$ cat config.mk
export PLATFORM = sky130hd
export DESIGN_NAME = mac_tx_ff_reader_flat
export DESIGN_NICKNAME = d
export VERILOG_FILES = /design/src/rtl/mac_tx_ff_reader_pkg.sv /design/src/rtl/mac_tx_ff_reader_if.sv /design/src/rtl/mac_tx_ff_reader_skid.sv /design/src/rtl/mac_tx_ff_reader.sv /design/src/flat_wrapper.sv
export SDC_FILE = /design/constraint.sdc
export NUM_CORES = 1
export LEC_CHECK = 0
export BUFFER_PORTS_ARGS = -buffer_cell sky130_fd_sc_hd__buf_2
export CORE_ASPECT_RATIO = 1.1
export CORE_MARGIN = 5
export CORE_UTILIZATION = 55
export DETAILED_ROUTE_END_ITERATION = 12
export PLACE_DENSITY = 0.8
export SLEW_MARGIN = 20
export SYNTH_ARGS = -nofsm -noshare
export SYNTH_HDL_FRONTEND = slang
export SYNTH_SLANG_ARGS = --single-unit
$ cat constraint.sdc
create_clock -name Clk -period 6.7 [get_ports Clk]
set_input_delay 1.34 -clock Clk [delete_from_list [all_inputs] [get_ports Clk]]
set_output_delay 1.34 -clock Clk [all_outputs]
set_load 0.01 [all_outputs]
$ cat src/rtl/mac_tx_ff_reader_pkg.sv
// Shared definitions for the frame FIFO readers: RAM word layout and reader FSM states.
package mac_ff_pkg;

    // Control bit offsets above the data field in a RAM word {sop, eop, be[1:0], data}
    localparam int unsigned SOP_BIT = 3;
    localparam int unsigned EOP_BIT = 2;
    localparam int unsigned BE_LSB  = 0;
    localparam int unsigned BE_W    = 2;

    typedef enum logic [1:0] {
        ST_IDLE    = 2'd0,
        ST_STREAM  = 2'd1,
        ST_DISCARD = 2'd2
    } state_e;

    function automatic int unsigned word_width(input int unsigned data_width);
        return data_width + 4;
    endfunction

endpackage

$ cat src/rtl/mac_tx_ff_reader_if.sv
// Valid/ready word stream from the transmit FIFO reader to the MAC datapath.
interface mac_tx_ff_reader_if #(
    parameter int unsigned DATA_WIDTH = 32
);
    logic                  Tx_valid;
    logic                  Tx_ready;
    logic [DATA_WIDTH-1:0] Tx_data;
    logic [1:0]            Tx_be;
    logic                  Tx_sop;
    logic                  Tx_eop;
    logic                  Tx_abort;

    modport master (
        output Tx_valid, Tx_data, Tx_be, Tx_sop, Tx_eop,
        input  Tx_ready, Tx_abort
    );

    modport slave (
        input  Tx_valid, Tx_data, Tx_be, Tx_sop, Tx_eop,
        output Tx_ready, Tx_abort
    );
endinterface

$ cat src/rtl/mac_tx_ff_reader_skid.sv
// Two-entry in-order word buffer with occupancy count; also exposes next-cycle
// occupancy and tag bit so the owner can register its valid flag.
module mac_ff_skid #(
    parameter int unsigned WIDTH   = 36,
    parameter int unsigned TAG_BIT = WIDTH - 1
) (
    input  logic             clk,
    input  logic             rst_n,
    input  logic             push,
    input  logic             pop,
    input  logic [WIDTH-1:0] din,
    output logic [WIDTH-1:0] head,
    output logic [1:0]       occ,
    output logic [1:0]       occ_nxt_c,
    output logic             tag_nxt_c
);

    logic [WIDTH-1:0] ent0_q, ent1_q;
    logic [WIDTH-1:0] ent0_n, ent1_n;
    logic [1:0]       occ_q, occ_n;

    // Callers never pop an empty buffer nor push a full one without popping
    always_comb begin
        ent0_n = ent0_q;
        ent1_n = ent1_q;
        occ_n  = occ_q;
        case ({push, pop})
            2'b10: begin
                if (occ_q == 2'd0) ent0_n = din;
                else               ent1_n = din;
                occ_n = occ_q + 2'd1;
            end
            2'b01: begin
                ent0_n = ent1_q;
                occ_n  = occ_q - 2'd1;
            end
            2'b11: begin
                if (occ_q == 2'd1) begin
                    ent0_n = din;
                end else begin
                    ent0_n = ent1_q;
                    ent1_n = din;
                end
            end
            default: ;
        endcase
    end

    always_ff @(posedge clk or negedge rst_n) begin
        if (!rst_n) begin
            ent0_q <= '0;
            ent1_q <= '0;
            occ_q  <= 2'd0;
        end else begin
            ent0_q <= ent0_n;
            ent1_q <= ent1_n;
            occ_q  <= occ_n;
        end
    end

    assign head      = ent0_q;
    assign occ       = occ_q;
    assign occ_nxt_c = occ_n;
    assign tag_nxt_c = ent0_n[TAG_BIT];

endmodule

$ cat src/rtl/mac_tx_ff_reader.sv
// Transmit frame FIFO read engine: fetches committed frames from the RAM read
// port and streams them to the MAC, with abort/discard and sop resync.
module mac_tx_ff_reader
    import mac_ff_pkg::*;
#(
    parameter int unsigned DATA_WIDTH = 32,
    parameter int unsigned ADDR_WIDTH = 9
) (
    input  logic                    Clk,
    input  logic                    Rst_n,
    input  logic [ADDR_WIDTH:0]     Frame_ptr_wr,
    output logic [ADDR_WIDTH:0]     Rd_ptr,
    output logic [ADDR_WIDTH-1:0]   Ram_addr,
    input  logic [DATA_WIDTH+3:0]   Ram_q,
    mac_tx_ff_reader_if.master      tx,
    output logic                    Err_sync,
    output logic [15:0]             Frames_done
);

    localparam int unsigned WORD_W = word_width(DATA_WIDTH);
    localparam int unsigned PTR_W  = ADDR_WIDTH + 1;
    localparam int unsigned SOP_IX = DATA_WIDTH + SOP_BIT;
    localparam int unsigned EOP_IX = DATA_WIDTH + EOP_BIT;

    state_e             state_q, state_n;
    logic [PTR_W-1:0]   fp_q;
    logic [PTR_W-1:0]   rd_ptr_q;
    logic               inflight_q;
    logic [15:0]        frames_q;
    logic               err_q;
    logic               valid_q, valid_n;

    logic [WORD_W-1:0]  head;
    logic [1:0]         occ, occ_nxt_c;
    logic               sop_nxt_c;
    logic               h_sop, h_eop;
    logic               accept, discard_pop, pop, drop, frame_end, issue;

    assign h_sop = head[SOP_IX];
    assign h_eop = head[EOP_IX];

    mac_ff_skid #(
        .WIDTH   (WORD_W),
        .TAG_BIT (SOP_IX)
    ) u_skid (
        .clk       (Clk),
        .rst_n     (Rst_n),
        .push      (inflight_q),
        .pop       (pop),
        .din       (Ram_q),
        .head      (head),
        .occ       (occ),
        .occ_nxt_c (occ_nxt_c),
        .tag_nxt_c (sop_nxt_c)
    );

    always_ff @(posedge Clk or negedge Rst_n) begin
        if (!Rst_n) state_q <= ST_IDLE;
        else        state_q <= state_n;
    end

    // Frame FSM, pop selection and read issue
    always_comb begin
        state_n     = state_q;
        discard_pop = 1'b0;
        drop        = 1'b0;
        frame_end   = 1'b0;
        accept      = valid_q & tx.Tx_ready;
        case (state_q)
            ST_IDLE: begin
                if ((occ != 2'd0) && !h_sop) begin
                    drop        = 1'b1;
                    discard_pop = 1'b1;
                end else if (accept) begin
                    if (h_eop) frame_end = 1'b1;
                    else       state_n   = ST_STREAM;
                end
            end
            ST_STREAM: begin
                if (accept && h_eop) begin
                    frame_end = 1'b1;
                    state_n   = ST_IDLE;
                end else if (tx.Tx_abort) begin
                    state_n = ST_DISCARD;
                end
            end
            ST_DISCARD: begin
                if (occ != 2'd0) begin
                    discard_pop = 1'b1;
                    if (h_eop) begin
                        frame_end = 1'b1;
                        state_n   = ST_IDLE;
                    end
                end
            end
            default: state_n = ST_IDLE;
        endcase
        pop   = accept | discard_pop;
        issue = (fp_q != Frame_ptr_wr) &&
                ((3'(occ) + 3'(inflight_q)) < (3'd2 + 3'(pop)));
    end

    // Valid for next cycle, from next-cycle buffer head and state
    always_comb begin
        valid_n = (occ_nxt_c != 2'd0) && (state_n != ST_DISCARD) &&
                  (sop_nxt_c || (state_n == ST_STREAM));
    end

    always_ff @(posedge Clk or negedge Rst_n) begin
        if (!Rst_n) begin
            fp_q       <= '0;
            rd_ptr_q   <= '0;
            inflight_q <= 1'b0;
            frames_q   <= 16'd0;
            err_q      <= 1'b0;
            valid_q    <= 1'b0;
        end else begin
            if (issue) fp_q <= fp_q + PTR_W'(1);
            if (pop)   rd_ptr_q <= rd_ptr_q + PTR_W'(1);
            if (frame_end) frames_q <= frames_q + 16'd1;
            inflight_q <= issue;
            err_q      <= drop;
            valid_q    <= valid_n;
        end
    end

    assign Ram_addr    = fp_q[ADDR_WIDTH-1:0];
    assign Rd_ptr      = rd_ptr_q;
    assign Frames_done = frames_q;
    assign Err_sync    = err_q;

    assign tx.Tx_valid = valid_q;
    assign tx.Tx_data  = head[DATA_WIDTH-1:0];
    assign tx.Tx_be    = head[DATA_WIDTH+BE_LSB +: BE_W];
    assign tx.Tx_sop   = h_sop;
    assign tx.Tx_eop   = h_eop;

endmodule

$ cat src/flat_wrapper.sv
// flat-port wrapper written by rule: the top's interface ports become plain ports
module mac_tx_ff_reader_flat import mac_ff_pkg::*;
#(
    parameter int unsigned DATA_WIDTH = 32,
    parameter int unsigned ADDR_WIDTH = 9
)
  (Clk, Rst_n, Frame_ptr_wr, Rd_ptr, Ram_addr, Ram_q, Err_sync, Frames_done, tx_Tx_valid, tx_Tx_data, tx_Tx_be, tx_Tx_sop, tx_Tx_eop, tx_Tx_ready, tx_Tx_abort);
  mac_tx_ff_reader_if #(.DATA_WIDTH(DATA_WIDTH)) tx_i ();
  input  logic Clk;
  input  logic Rst_n;
  input  logic [ADDR_WIDTH:0] Frame_ptr_wr;
  output logic [ADDR_WIDTH:0] Rd_ptr;
  output logic [ADDR_WIDTH-1:0] Ram_addr;
  input  logic [DATA_WIDTH+3:0] Ram_q;
  output logic Err_sync;
  output logic [15:0] Frames_done;
  output wire logic [$bits(tx_i.Tx_valid)-1:0] tx_Tx_valid;
  output wire logic [$bits(tx_i.Tx_data)-1:0] tx_Tx_data;
  output wire logic [$bits(tx_i.Tx_be)-1:0] tx_Tx_be;
  output wire logic [$bits(tx_i.Tx_sop)-1:0] tx_Tx_sop;
  output wire logic [$bits(tx_i.Tx_eop)-1:0] tx_Tx_eop;
  input wire logic [$bits(tx_i.Tx_ready)-1:0] tx_Tx_ready;
  input wire logic [$bits(tx_i.Tx_abort)-1:0] tx_Tx_abort;
  assign tx_Tx_valid = tx_i.Tx_valid;
  assign tx_Tx_data = tx_i.Tx_data;
  assign tx_Tx_be = tx_i.Tx_be;
  assign tx_Tx_sop = tx_i.Tx_sop;
  assign tx_Tx_eop = tx_i.Tx_eop;
  assign tx_i.Tx_ready = tx_Tx_ready;
  assign tx_i.Tx_abort = tx_Tx_abort;
  mac_tx_ff_reader #(.DATA_WIDTH(DATA_WIDTH), .ADDR_WIDTH(ADDR_WIDTH)) u_core (.Clk(Clk), .Rst_n(Rst_n), .Frame_ptr_wr(Frame_ptr_wr), .Rd_ptr(Rd_ptr), .Ram_addr(Ram_addr), .Ram_q(Ram_q), .tx(tx_i), .Err_sync(Err_sync), .Frames_done(Frames_done));
endmodule
==> metrics.txt <==
status finished, final reports clean; drt total wl 11480 µm; Post-Syn Instances 450; Slew Limit Headroom 0.3157; Max Fclk ~0.27 GHz; H-tree Lvls 4; Net Sw Frac 0.3819; Routed Antenna Nets 0; Flop pwr share 0.314; crit path buf inv count 2; worst-path cell chain inv_1 -> ha_1 -> or3_1 -> a21o_2 -> nand2_2 -> inv_1 -> ha_1 -> a22o_1 -> nor2_4 -> mux2_2; Critical Path Start Type flip-flop; Synth area leader dfrtp_1; CTS root buffer clkbuf_8; final core utilization 0.6994; Tcrit/Tclk final 0.5447; vias in the first global route 4072; via count 3839; clk slew on worst S/H paths 0.05 ns; # rows 37; die height about 110 µm; DRC viols 0; Cell Int Power 0.002512 W; clk_lat worst skew 0.51 ns; core footprint 0.009351 mm²; most common cell after layout, fill and taps aside buf_2; number of synthesized register bits 115; actual slew at the worst max-slew pin 1.024 ns; pin count of the biggest net entering global routing 67; GRT Total Usage 0.2125; Yosys top cell area share 0.5464; Die X 103.3 µm; Power Dens Cells about 620 mW/mm²; Inserted Diodes 0; Synth warnings 0; CP Class flip-flop to flip-flop; Arrival @ worst endpoint 4.03 ns; P_leak 3.100 nW; Crit path max-delay family simple AND/OR/NAND/NOR gates; die footprint 0.01163 mm²; CTS sink count 115; Worst EP required around 7 ns; critical path fanouts, max 36; first-pass GRT wire length 19430 µm; setup repair bufs after CTS 0; DP HPWL between 7000 and 8000 µm; combinational power share 0.457; wire per inst 16.47 µm; Cell variety after synth 50; final net count 629; Clk pwr share 0.229; Synth area leaders dfrtp_1, mux2_2, a22oi_1; sequential share of the synthesized area 0.5464; final critical-path required period 3.649 ns; P&R area growth vs syn 24.19%; async set-or-reset flop fraction in the synthesized netlist 1.000; Starting Density 0.5632; Worst R2R Setup Slack 3.05 ns; EDFF count, synth 0; unrepaired setup endpoints after global routing false; worst hold path type flip-flop to flip-flop; Critical Path Max Stage Delay roughly 0.8 ns; most frequent cells in the layout buf_2, dfrtp_1, nor2_1, a21oi_1, mux2_2; CTS Buffer Depth 2; synthesized area per cell 11.70 µm²; 1st-pass router iterations 4; max cap viols 0; Post-Syn Nets 512; DR vias/cell roughly 5.5; grt total ovfl 0; Final GP Congestion 0.8179; Final Max Tran Viols 0; share of layout cells above drive strength 1 0.3621; Final Skew 0.006943 ns; ys flop type dfrtp_1; Final Hold Fails 0; I/O pins 123; initial antenna violation count 1; Worst VDD drop 0.0003172 V; CP max-delay cell nor2_4; mapped cell area 0.005266 mm²; # hold bufs at CTS 0; port bufs 122; Setup TNS 0 ns; DRT iter0 DRCs 192; CTS tree built; CTS resizes 0; net switching power 0.001552 W; Critical Path End Type flip-flop; TritonCTS buffer count 17; # setup viols final 0
power groups by stage:
stage | Combinational, W | Clock [W] | Sequential (W)
final | 0.00186 | 0.000929 | 0.00128
after global routing | 0.00207 | 0.000989 | 0.00132
after CTS | 0.00189 | 0.000947 | 0.00128
after detailed placement | 0.00186 | 0 | 0.00128
after global placement | 0.00178 | 0 | 0.00126
after floorplan | 0.00135 | 0 | 0.00130
cell families after synthesis:
kind of cell    share of synthesized area
flops                              0.5464
simple gates                       0.1212
compound gates                     0.1121
xor+xnor                          0.07151
mux                               0.08601
buf+inv                           0.03421
fa+ha+maj                         0.02851
flip-flops by register name, indices dropped and copies added, names as in the netlist:
signal,cells
u_core.Err_sync,1
u_core.Frames_done,16
u_core.Rd_ptr,10
u_core.fp_q,10
u_core.inflight_q,1
u_core.state_q,2
u_core.tx.Tx_valid,1
u_core.u_skid.ent1_q,36
u_core.u_skid.head,36
u_core.u_skid.occ,2
worst paths after layout:
path | cells after the start | from | to
worst min-delay path | 1 | u_core.Frames_done[15]$_DFFE_PN0P_ | u_core.Frames_done[15]$_DFFE_PN0P_
worst max register to register | 10 | u_core.u_skid.occ[0]$_DFF_PN0_ | u_core.u_skid.ent1_q[20]$_DFFE_PN0P_
worst max-delay path | 10 | u_core.u_skid.occ[0]$_DFF_PN0_ | u_core.u_skid.ent1_q[20]$_DFFE_PN0P_
worst min register to register | 1 | u_core.Frames_done[15]$_DFFE_PN0P_ | u_core.Frames_done[15]$_DFFE_PN0P_
min in group asynchronous | 1 | Rst_n | u_core.fp_q[9]$_DFFE_PN0P_
max in group asynchronous | 2 | Rst_n | u_core.u_skid.head[32]$_DFFE_PN0P_
synthesized netlist by cell type, drive strengths merged, types with 2 or more instances:
cell type,instances
nor3,10
o21ai,4
mux2,39
buf,15
a21o,2
nand4b,3
ha,12
nand4,6
inv,8
and3,4
a22oi,36
clkbuf,13
nand2,18
dfrtp,115
a22o,2
a21oi,40
xnor2,23
and4,4
xor2,20
nor2,42
nand3,12
or3,2
nor4,6
layout make-up:
class	count	area [µm²]
clock inverter	9	151.4
fill	702	2811
multi-input combinational	299	2225
timing repair buffer	126	643.1
clock buffer	23	466.7
tap	117	146.4
inverter	8	30.03
sequential	115	2878
worst register-to-register path: cells and delay by family (launching register included):
family / cells / cell delay [ns]
flops: 1 / 0.39
compound gates: 2 / 0.56
mux: 1 / 0.45
buf+inv: 2 / 0.20
fa+ha+maj: 2 / 0.58
simple gates: 3 / 1.36
metrics by stage:
| stage | cells | setup slack, ns | instance area (µm²) | total power (W) | hold WS [ns] |
|---|---|---|---|---|---|
| 2_1_floorplan | 450 | 3.553 | 5266 | 0.002658 | 0.4619 |
| 3_3_place_gp | 665 | 2.953 | 5922 | 0.003044 | 0.4553 |
| 3_5_place_dp | 665 | 2.875 | 5922 | 0.003136 | 0.4629 |
| 4_1_cts | 697 | 3.042 | 6540 | 0.004109 | 0.4728 |
| 5_1_grt | 697 | 2.876 | 6540 | 0.004383 | 0.4847 |
| 6_report | 697 | 3.051 | 6540 | 0.004064 | 0.4698 |
per-layer routing:
layer  vias to the layer above  global-route usage  share of wire
li1                       1838                   -              -
met3                        18             0.06961          0.073
met2                       120              0.3539           0.51
met4                         2             0.07168          0.012
met5                         -                   0         0.0011
met1                      1861              0.2573           0.40
No activity file was read; power rests on OpenSTA's default activity.
